### src/rtl/adc_bus_pkg.sv
// adc_bus_pkg -- shared definitions for the ADC I2C bus.
//
// Holds the I2C master instruction encoding (used by the master, the arbiter and
// every ADC user) and the arbiter state encoding, plus a small helper that turns a
// one-hot grant into an owner index.
package adc_bus_pkg;

  // I2C master instruction encoding.
  localparam logic [1:0] INST_START = 2'd0;
  localparam logic [1:0] INST_STOP  = 2'd1;
  localparam logic [1:0] INST_READ  = 2'd2;
  localparam logic [1:0] INST_WRITE = 2'd3;

  // Arbiter FSM state encoding.
  typedef enum logic [1:0] {
    StIdle    = 2'd0,
    StBusy    = 2'd1,
    StRelease = 2'd2
  } arb_state_e;

  // Owner index of a one-hot two-requester grant (01 -> 0, 10 -> 1).
  function automatic logic owner_idx(input logic [1:0] grant);
    return grant[1];
  endfunction

endpackage

### src/rtl/rr_pick2.sv
// rr_pick2 -- two-way round-robin picker.
//
// Ports:
//   req_i   [1:0]  request vector, bit N = requester N
//   last_i         index of the requester granted most recently
//   gnt_o   [1:0]  one-hot winner, 00 when nobody requests
//
// A lone request always wins; on a tie the requester that was not granted last wins.
module rr_pick2 (
  input  logic [1:0] req_i,
  input  logic       last_i,
  output logic [1:0] gnt_o
);

  always_comb begin
    gnt_o = 2'b00;
    unique case (req_i)
      2'b01:   gnt_o = 2'b01;
      2'b10:   gnt_o = 2'b10;
      2'b11:   gnt_o = last_i ? 2'b01 : 2'b10;
      default: gnt_o = 2'b00;
    endcase
  end

endmodule

### src/rtl/adc_bus_arbiter.sv
// adc_bus_arbiter -- shares one I2C master between two requesters.
//
// Parameters:
//   TIMEOUT_CYCLES  max BUSY cycles without a master completion before forced release
//
// Ports:
//   clk_i, rst_i                      clock, synchronous active-high reset
//   reqN_instruction_i/enable_i/byte_to_send_i   requester N command (N=0,1)
//   reqN_byte_received_o/complete_o   response returned to requester N
//   i2c_instruction_o/enable_o/byte_to_send_o    command to the shared master
//   i2c_byte_received_i/complete_i    response from the shared master
//   grant_o                           one-hot owner, 00 = bus free
//   timeout_o                         one-cycle pulse on forced release
//
// Build option: define ADC_ARB_TIMEOUT_EN to add the BUSY watchdog. Without it the
// grant is held until the owner issues STOP and timeout_o is tied low.
//
// The grant is taken in IDLE, held for a whole START..STOP transaction, and only
// dropped once the owner lowers its enable after the STOP completes, so a lingering
// enable cannot be mistaken for a new transaction.
module adc_bus_arbiter
  import adc_bus_pkg::*;
#(
  parameter int unsigned TIMEOUT_CYCLES = 65535
) (
  input  logic       clk_i,
  input  logic       rst_i,

  input  logic [1:0] req0_instruction_i,
  input  logic       req0_enable_i,
  input  logic [7:0] req0_byte_to_send_i,
  output logic [7:0] req0_byte_received_o,
  output logic       req0_complete_o,

  input  logic [1:0] req1_instruction_i,
  input  logic       req1_enable_i,
  input  logic [7:0] req1_byte_to_send_i,
  output logic [7:0] req1_byte_received_o,
  output logic       req1_complete_o,

  output logic [1:0] i2c_instruction_o,
  output logic       i2c_enable_o,
  output logic [7:0] i2c_byte_to_send_o,
  input  logic [7:0] i2c_byte_received_i,
  input  logic       i2c_complete_i,

  output logic [1:0] grant_o,
  output logic       timeout_o
);

  arb_state_e state_q;
  logic [1:0] grant_q;
  logic       last_q;
  logic [1:0] pick;

  // Command of whichever requester currently holds the grant.
  logic [1:0] gnt_inst;
  logic       gnt_en;
  logic [7:0] gnt_byte;

`ifdef ADC_ARB_TIMEOUT_EN
  localparam int unsigned CntW = (TIMEOUT_CYCLES > 1) ? $clog2(TIMEOUT_CYCLES) : 1;
  // Counter holds (BUSY cycles so far - 1); hitting this ends the TIMEOUT_CYCLES-th cycle.
  localparam logic [CntW-1:0] CntLast = CntW'(TIMEOUT_CYCLES - 1);

  logic [CntW-1:0] cnt_q;
  logic            timeout_q;
`else
  logic unused_timeout_cfg;
  assign unused_timeout_cfg = ^TIMEOUT_CYCLES;
`endif

  rr_pick2 u_pick (
    .req_i  ({req1_enable_i, req0_enable_i}),
    .last_i (last_q),
    .gnt_o  (pick)
  );

  always_comb begin
    gnt_inst = 2'd0;
    gnt_en   = 1'b0;
    gnt_byte = 8'd0;
    unique case (grant_q)
      2'b01: begin
        gnt_inst = req0_instruction_i;
        gnt_en   = req0_enable_i;
        gnt_byte = req0_byte_to_send_i;
      end
      2'b10: begin
        gnt_inst = req1_instruction_i;
        gnt_en   = req1_enable_i;
        gnt_byte = req1_byte_to_send_i;
      end
      default: ;
    endcase
  end

  // Master sees the owner's command only while BUSY; zeros otherwise.
  always_comb begin
    i2c_instruction_o  = 2'd0;
    i2c_enable_o       = 1'b0;
    i2c_byte_to_send_o = 8'd0;
    if (state_q == StBusy) begin
      i2c_instruction_o  = gnt_inst;
      i2c_enable_o       = gnt_en;
      i2c_byte_to_send_o = gnt_byte;
    end
  end

  assign req0_complete_o      = i2c_complete_i & grant_q[0];
  assign req1_complete_o      = i2c_complete_i & grant_q[1];
  assign req0_byte_received_o = i2c_byte_received_i;
  assign req1_byte_received_o = i2c_byte_received_i;
  assign grant_o              = grant_q;

`ifdef ADC_ARB_TIMEOUT_EN
  assign timeout_o = timeout_q;
`else
  assign timeout_o = 1'b0;
`endif

  always_ff @(posedge clk_i) begin
    if (rst_i) begin
      state_q   <= StIdle;
      grant_q   <= 2'b00;
      last_q    <= 1'b1;
`ifdef ADC_ARB_TIMEOUT_EN
      cnt_q     <= '0;
      timeout_q <= 1'b0;
`endif
    end else begin
`ifdef ADC_ARB_TIMEOUT_EN
      timeout_q <= 1'b0;
`endif
      unique case (state_q)
        StIdle: begin
`ifdef ADC_ARB_TIMEOUT_EN
          cnt_q <= '0;
`endif
          if (pick != 2'b00) begin
            grant_q <= pick;
            state_q <= StBusy;
          end
        end

        StBusy: begin
          if (i2c_complete_i && (gnt_inst == INST_STOP)) begin
            state_q <= StRelease;
          end
`ifdef ADC_ARB_TIMEOUT_EN
          else if (!i2c_complete_i && (cnt_q == CntLast)) begin
            // Master stalled: drop the bus straight to IDLE, as after a normal release.
            state_q   <= StIdle;
            grant_q   <= 2'b00;
            last_q    <= owner_idx(grant_q);
            timeout_q <= 1'b1;
          end
          // Any completion proves the master is alive.
          if (i2c_complete_i) begin
            cnt_q <= '0;
          end else begin
            cnt_q <= cnt_q + 1'b1;
          end
`endif
        end

        StRelease: begin
          if (!gnt_en) begin
            grant_q <= 2'b00;
            last_q  <= owner_idx(grant_q);
            state_q <= StIdle;
          end
        end

        default: begin
          state_q <= StIdle;
          grant_q <= 2'b00;
        end
      endcase
    end
  end

endmodule

### config.mk
export PLATFORM = sky130hd
export DESIGN_NAME = adc_bus_arbiter
export DESIGN_NICKNAME = d
export VERILOG_FILES = /design/src/rtl/adc_bus_pkg.sv /design/src/rtl/rr_pick2.sv /design/src/rtl/adc_bus_arbiter.sv
export SDC_FILE = /design/constraint.sdc
export NUM_CORES = 1
export LEC_CHECK = 0
export CORE_MARGIN = 2
export CORE_UTILIZATION = 28
export DETAILED_ROUTE_END_ITERATION = 10
export PLACE_DENSITY = 0.8
export SYNTH_ARGS = -nofsm -noshare
export SYNTH_HDL_FRONTEND = slang
export SYNTH_SLANG_ARGS = --single-unit
export TNS_END_PERCENT = 30
### constraint.sdc
create_clock -name clk_i -period 2 [get_ports clk_i]
set_input_delay 0.3 -clock clk_i [delete_from_list [all_inputs] [get_ports clk_i]]
set_output_delay 0.3 -clock clk_i [all_outputs]
set_load 0.05 [all_outputs]
Yosys cells after proc, flatten, opt, wreduce, memory -nomap -nowiden
Index checks and enable logic that the tools add are counted.
{ "totals": {"reg_bits": 5, "in_bits": 33, "out_inout_bits": 32, "mem_bits_ro": 0, "ramBits": 0, "wordCells": 38, "latch_bits": 0, "mem_count": 0} }
{ "op_classes": {"addsub": 0, "n_reduce_logical": 6, "n_shift": 0, "n_bitwise": 4, "eq_ne": 11, "multipliers": 0, "n_mux": 14, "div": 0, "n_lt_le_gt_ge": 0} }
{ "op_table": {"columns": ["cell", "count"], "rows": [
  ["$pmux W2 S3", 3],
  ["$pmux W8 S2", 1],
  ["$mux W2", 6],
  ["$eq A2 B1 Y1 const B", 4],
  ["$eq A2 B2 Y1 const B", 4],
  ["$mux W8", 1],
  ["$reduce_and A3 Y1", 2],
  ["$ne A2 B2 Y1 const B", 2],
  ["$pmux W2 S2", 1],
  ["$and A1 B1 Y1", 2],
  ["$logic_not A2 Y1", 1],
  ["$ne A2 B1 Y1 const B", 1],
  ["$not A1 Y1", 2],
  ["$pmux W1 S2", 1],
  ["$reduce_and A2 Y1", 1],
  ["$reduce_bool A2 Y1", 1],
  ["$logic_and A1 B1 Y1", 1],
  ["$mux W1", 1]
]} }

Depth between registers and ports, before layout
Gate-level depths: netlist of run 1.
{ "depth": {"word_depth": 6, "mapped_depth": 6, "ltp_nobuf": 5} }

Hierarchy
Synthesis of run 1 repeated with hierarchy kept, for this count alone.
{ "unflattened": {"cells_unflattened": 79, "area_unflattened_um2": 586.8} }
{ "by_module_without_submodules": {"columns": ["mod", "cells_per_inst", "n_inst", "area_per_inst_um2"], "rows": [
  ["adc_bus_arbiter", 76, 1, 568.0],
  ["rr_pick2", 3, 1, 18.8]
]} }

Worst setup path after synthesis of run 1
OpenSTA, ideal clock, no wires.
{ "synth_path": {"path_type": "register to output", "start": "register grant_q[0] (netlist: grant_o[0])", "end": "output port i2c_byte_to_send_o[0]", "path_slack_ns": -0.455, "t_arrival_ns": 2.155, "n_path_buf": 0, "stages_incl_launch_ff": 6, "required_ns": 1.700, "cell_sequence": "dfxtp_1 inv_1 ha_1 inv_1 nand3b_1 nor2_1"} }
{ "synth_via": {"elab_chain_len": 3} }
{ "synth_lines": {"columns": ["item", "line", "rtl"], "rows": [
  ["start: declaration", "adc_bus_arbiter.sv:52", "logic [1:0] grant_q;"],
  ["start signal: assignment", "adc_bus_arbiter.sv:141", "grant_q <= pick;"],
  ["$eq A2 B2 Y1 or $eq A2 B1 Y1 (tied branches)", "adc_bus_arbiter.sv:83", "unique case (grant_q)"],
  ["$pmux W8 S2 (*)", "adc_bus_arbiter.sv:83", null],
  ["$mux W8 (*)", "adc_bus_arbiter.sv:103", "if (state_q == StBusy) begin"],
  ["end: declaration", "adc_bus_arbiter.sv:43", "output logic [7:0] i2c_byte_to_send_o,"]
]} }
Every way passes the cells marked *; elsewhere a longest branch is shown, timed or not.

Worst setup path in the final report of run 1
{ "layout_path": {"start": "register grant_q[0] (netlist: grant_o[0])", "end": "output port i2c_byte_to_send_o[3]"} }
The elaborated chain is that of the path after synthesis.

==> results.ini, run 1 <==
[setup_path]
crit_path_start_kind=register
rr_endpoint=last_q
r2r_setup_slack_ns=0.47
cp-end-kind=output port
path_class=register to output port
worst-path-max-fanout=10
arrival_ns=1.59
rr_startpoint=grant_o[0]
reg2reg_depth=5
critPathRequiredTime_ns=1.70

[timing]
hold-worst-slack_ns=0.540
relSlewSlack=0.667
finalSetupTns_ns=0
rsz0062_at_grt=false
slew_violations=0
hold_viol_final=0
finalCriticalPeriod_ns=1.89
skew_ns=0.00642
setup_viol=0
max_clock_freq_mhz=530
worstMarginPinSlew_ns=0.497
finalCritPeriodShare=0.943

[clock_network]
clock_path_buffers=2
cts_tree=yes
clk_latency_ns=0.25
cts-htree-levels=1
cts-buffers-inserted=3
hold_buffers=0
post_cts_buffers=0
clk_pin_slew_ns=0.05
postCtsResizedCells=1
cts_sinks=5
root_buffer=clkbuf_4

[route]
drtIter0Drc=10
wl_um=2120
dr.pass1.iters=4
drc=0
ant_nets=0
wl_per_cell_um=16.0
routed_via_density=5.04
vias=670

[yosys]
synth_area_um2=601
synth.avg_cell_area_um2=7.41
ys_seq_area_frac=0.167
yosysTopAreaCell=buf_4
synthesis.instances=81
yosys.cell_types.count=29
synth_fp_nets=116
ys_seq_elements=5
yosys_warnings=0
synthTopCellsByArea=buf_4 (21%), dfxtp_1 (17%), a22oi_1 (11%)
synth_top_area_share=0.213

[global_route]
grt_max_degree=12
grtUsageTotal=0.172
grt_overflow=0
grt_pass1_wl_um=3330
grt_pass1_vias=687
antenna_found_initial=0

[placed_design]
dp.cells=129
post_dp_cell_area_um2=1130
io_buffer_count=39
place.gp.congestion=0.790
dp_hpwl_um=1680

[cells_and_area]
antenna_cells=0
layout_commonest_cell=clkdlybuf4s50_1
syn_to_final_growth_pct=95.6
drive_above_1_share=0.340
design_area_um2=1170
fin_nets=142
num-fill-cells=181
final_cell_mix=clkdlybuf4s50_1 (26), buf_12 (14), nor2_4 (10)
stdcell_count=133

[floorplan]
start_util=0.300
fp-row-count=16
fp.dieH_um=50.3
ios=65
die_w_um=50.3
core_um2=2000
dieArea_um2=2530

[worst_hold_path]
min_delay_path_depth=1
worst_hold_path_type=register to register
min-delay-start=grant_o[0]
holdPathEnd=grant_o[0]

[power]
cellLeakagePower_uw=0.000411
power.total_uw=488
power.density_nw_per_um2=416
ir_worst_vdd_mv=0.345

[flow_run]
maxCapViolations=0

[run_status]
status=finished clean

-- cells by family (layout without fill, tap and decap cells) --
logic type / count (synthesis) / after routing / share of synthesized area
AOI/OAI and AO/OA: 19 / 19 / 0.265
adders and majority gates: 2 / 2 / 0.0417
other: 1 / 1 / 0.00624
buffers and inverters: 23 / 48 / 0.254
and+or+nand+nor: 31 / 31 / 0.267
DFF: 5 / 5 / 0.167
-- flip-flops by register name, summed over array words and instances (netlist names) --
signal	flops
last_q	1
grant_o	2
state_q	2
-- through the flow --
stage / utilization / worst slack (ns)
after detailed placement: 0.567 / 0.190
after global routing: 0.587 / 0.0214
after global placement: 0.567 / 0.226
after CTS: 0.582 / 0.0376
after floorplan: - / -0.228
final: 0.587 / 0.114
-- worst max-delay path by stage --
stage                             to  depth (start not counted)       start  slack, ns
5_1_grt         i2c_instruction_o[0]                          6  grant_o[1]       0.02
3_5_place_dp    i2c_instruction_o[0]                          6  grant_o[1]       0.19
6_report       i2c_byte_to_send_o[3]                          7  grant_o[0]       0.11
4_1_cts         i2c_instruction_o[0]                          6  grant_o[1]       0.04
3_3_place_gp    i2c_instruction_o[0]                          6  grant_o[1]       0.23
2_1_floorplan  i2c_byte_to_send_o[0]                          5  grant_o[0]      -0.23
-- metal layers --
| metal | vias up | wire (µm) | track usage |
|---|---|---|---|
| met1 | 317 | 759 | 0.195 |
| li1 | 316 | - | - |
| met2 | 31 | 1160 | 0.300 |
| met4 | 0 | 42 | 0.0721 |
| met5 | - | 0 | 0 |
| met3 | 6 | 165 | 0.0476 |
-- worst max-delay path: stages (launching register included) --
cell	delay (ns)
dfxtp_4	0.39
inv_4	0.05
ha_4	0.23
inv_2	0.05
nand3b_1	0.13
buf_12	0.20
nor2_4	0.13
buf_12	0.14
-- final cells by class --
cell class / instances / area [µm²] / share of cell area
Timing Repair Buffer: 40 / 541 / 0.460
Multi-Input combinational cell: 53 / 448 / 0.381
Sequential cell: 5 / 108 / 0.0916
Tap cell: 27 / 33.8 / 0.0288
Clock buffer: 3 / 22.5 / 0.0192
Inverter: 4 / 17.5 / 0.0149
Clock inverter: 1 / 5.00 / 0.00426
-- synth_stat cells --
library cell and instances:
nand3b_1 1, nor2b_1 2, conb_1 1, dfxtp_1 5, a22oi_1 9, nand2b_1 1
and2_1 2, a221oi_1 1, or2_0 1, nand3_1 1, nor3_1 3, or2_1 1
nand2b_4 1, a221o_1 1, a22oi_2 1, a22o_1 1, o21bai_1 2, nand2_1 2
a21o_1 1, buf_4 17, ha_1 2, nand4b_1 1, nor2_1 14, o221a_1 1
o21ba_1 1, inv_1 4, nor4_1 1, buf_2 2, o21a_1 1
-- report_power, final --
part / total, µW / leakage, µW / internal (µW) / switching, µW
Combinational: 252 / 0.000350 / 124 / 128
Sequential: 115 / 0.0000424 / 105 / 10.4
Clock: 121 / 0.0000177 / 72.7 / 48.4
Power figures use the tool's default switching activity.
==> run 2, diff against run 1 <==
- MAX_ROUTING_LAYER: not set -> met4
==> run 2 against run 1 <==
Against the previous run:
- register-to-register slack about the same
- count of clock-buffer cells in the layout unchanged
- via count unchanged
- hold slack unchanged
- flip-flop and latch count unchanged
- setup slack about the same
- sequential share of layout area unchanged
- clock power about the same
- critical path type unchanged
- highest routed layer unchanged
==> results.ini, run 2 (synthesis results as in run 1) <==
[run_status]
status=finished clean

[cells_and_area]
syn_to_final_growth_pct=95.6
drive_above_1_share=0.340
stdcell_count=133
final_cell_mix=clkdlybuf4s50_1 (26), buf_12 (14), nor2_4 (10)
antenna_cells=0
design_area_um2=1170
fin_nets=142
layout_commonest_cell=clkdlybuf4s50_1
num-fill-cells=181

[worst_hold_path]
worst_hold_path_type=register to register
min-delay-start=grant_o[0]
min_delay_path_depth=1
holdPathEnd=grant_o[0]

[timing]
setup_ws_ns=0.114
slew_violations=0
finalCriticalPeriod_ns=1.89
rsz0062_at_grt=false
setup_viol=0
finalCritPeriodShare=0.943
hold_viol_final=0
relSlewSlack=0.667
max_clock_freq_mhz=530
finalSetupTns_ns=0
skew_ns=0.00642
worstMarginPinSlew_ns=0.497

[route]
vias=670
routed_via_density=5.04
wl_um=2120
drtIter0Drc=10
dr.pass1.iters=4
drc=0
ant_nets=0
wl_per_cell_um=16.0

[floorplan]
fp-row-count=16
ios=65
dieArea_um2=2530
start_util=0.300
die_w_um=50.3
core_um2=2000
fp.dieH_um=50.3

[clock_network]
clk_latency_ns=0.25
root_buffer=clkbuf_4
clock_path_buffers=2
cts-htree-levels=1
clk_pin_slew_ns=0.05
cts_sinks=5
cts_tree=yes
cts-buffers-inserted=3
hold_buffers=0

[global_route]
grtUsageTotal=0.177
grt_pass1_wl_um=3330
grt_overflow=0
grt_pass1_vias=686
grt_max_degree=12
antenna_found_initial=0

[setup_path]
cp_common_cell=buf_12
arrival_ns=1.59
crit_path_start_kind=register
crit_start=grant_o[0]
cp-end-kind=output port
cp_slowest_stage_delay_ns=0.39
crit_family=buffers and inverters
critPathSlowestCell=dfxtp_4
reg2reg_depth=5
path_class=register to output port
rr_endpoint=last_q
r2r_setup_slack_ns=0.47
rr_startpoint=grant_o[0]
crit_chain=inv_4 > ha_4 > inv_2 > nand3b_1 > buf_12 > nor2_4 > buf_12
worst-path-max-fanout=10
critPathBufInv=4
critPathRequiredTime_ns=1.70

[placed_design]
dp_slack_ns=0.190
dp_hpwl_um=1680
dp.cells=129
post_dp_cell_area_um2=1130
io_buffer_count=39
place.gp.congestion=0.801

[power]
ir_worst_vdd_mv=0.345
cellLeakagePower_uw=0.000411
power.density_nw_per_um2=416

[flow_run]
maxCapViolations=0

-- run 2: cell counts in the layout (fill, tap and decap cells not counted) --
No cell type changed its count.
-- run 2: what timing repair did --
action / in CTS / in global routing
endpoints found under the setup margin: 1 / 1
resized for setup: 1 / 1
buffers inserted: 0 / 0
-- run 2: power breakdown --
part	leakage [µW]	switching [µW]	total, µW	internal [µW]
registers	0.0000424	10.4	115	105
clock network	0.0000177	48.4	121	72.7
logic	0.000350	128	252	124
total	0.000411	187	488	301
-- run 2: final cells by class --
class	instances	area, µm²	share of cell area
Timing Repair Buffer	40	541	0.460
Clock buffer	3	22.5	0.0192
Sequential cell	5	108	0.0916
Inverter	4	17.5	0.0149
Multi-Input combinational cell	53	448	0.381
Clock inverter	1	5.00	0.00426
Tap cell	27	33.8	0.0288
-- run 2: how the worst max path moves through the flow --
stage	slack, ns	cells after the start	endpoint
2_1_floorplan	-0.23	5	i2c_byte_to_send_o[0]
4_1_cts	0.04	6	i2c_instruction_o[0]
3_3_place_gp	0.23	6	i2c_instruction_o[0]
6_report	0.11	7	i2c_byte_to_send_o[3]
3_5_place_dp	0.19	6	i2c_instruction_o[0]
5_1_grt	0.02	6	i2c_instruction_o[0]
-- run 2: worst reg2reg max path: cells and delay by family, from the launching register on --
kind,cells,cell delay [ns]
AOI/OAI and AO/OA,3,0.78
DFF,1,0.39
adders and majority gates,1,0.20
buffers and inverters,1,0.05
-- run 2: through the flow --
| step | power [µW] | hold WS, ns | utilization |
|---|---|---|---|
| 4_1_cts | 487 | 0.527 | 0.582 |
| 6_report | 488 | 0.540 | 0.587 |
| 5_1_grt | 510 | 0.553 | 0.587 |
| 2_1_floorplan | 333 | 0.405 | - |
| 3_5_place_dp | 363 | 0.504 | 0.567 |
| 3_3_place_gp | 358 | 0.494 | 0.567 |
-- run 2: routing by layer --
layer	global-route usage	part of all wire	wire (µm)	vias to the layer above
met5	-	0	0	-
met1	0.200	0.36	763	317
li1	-	-	-	316
met4	0.0721	0.020	42	0
met3	0.0446	0.075	159	6
met2	0.298	0.54	1160	31
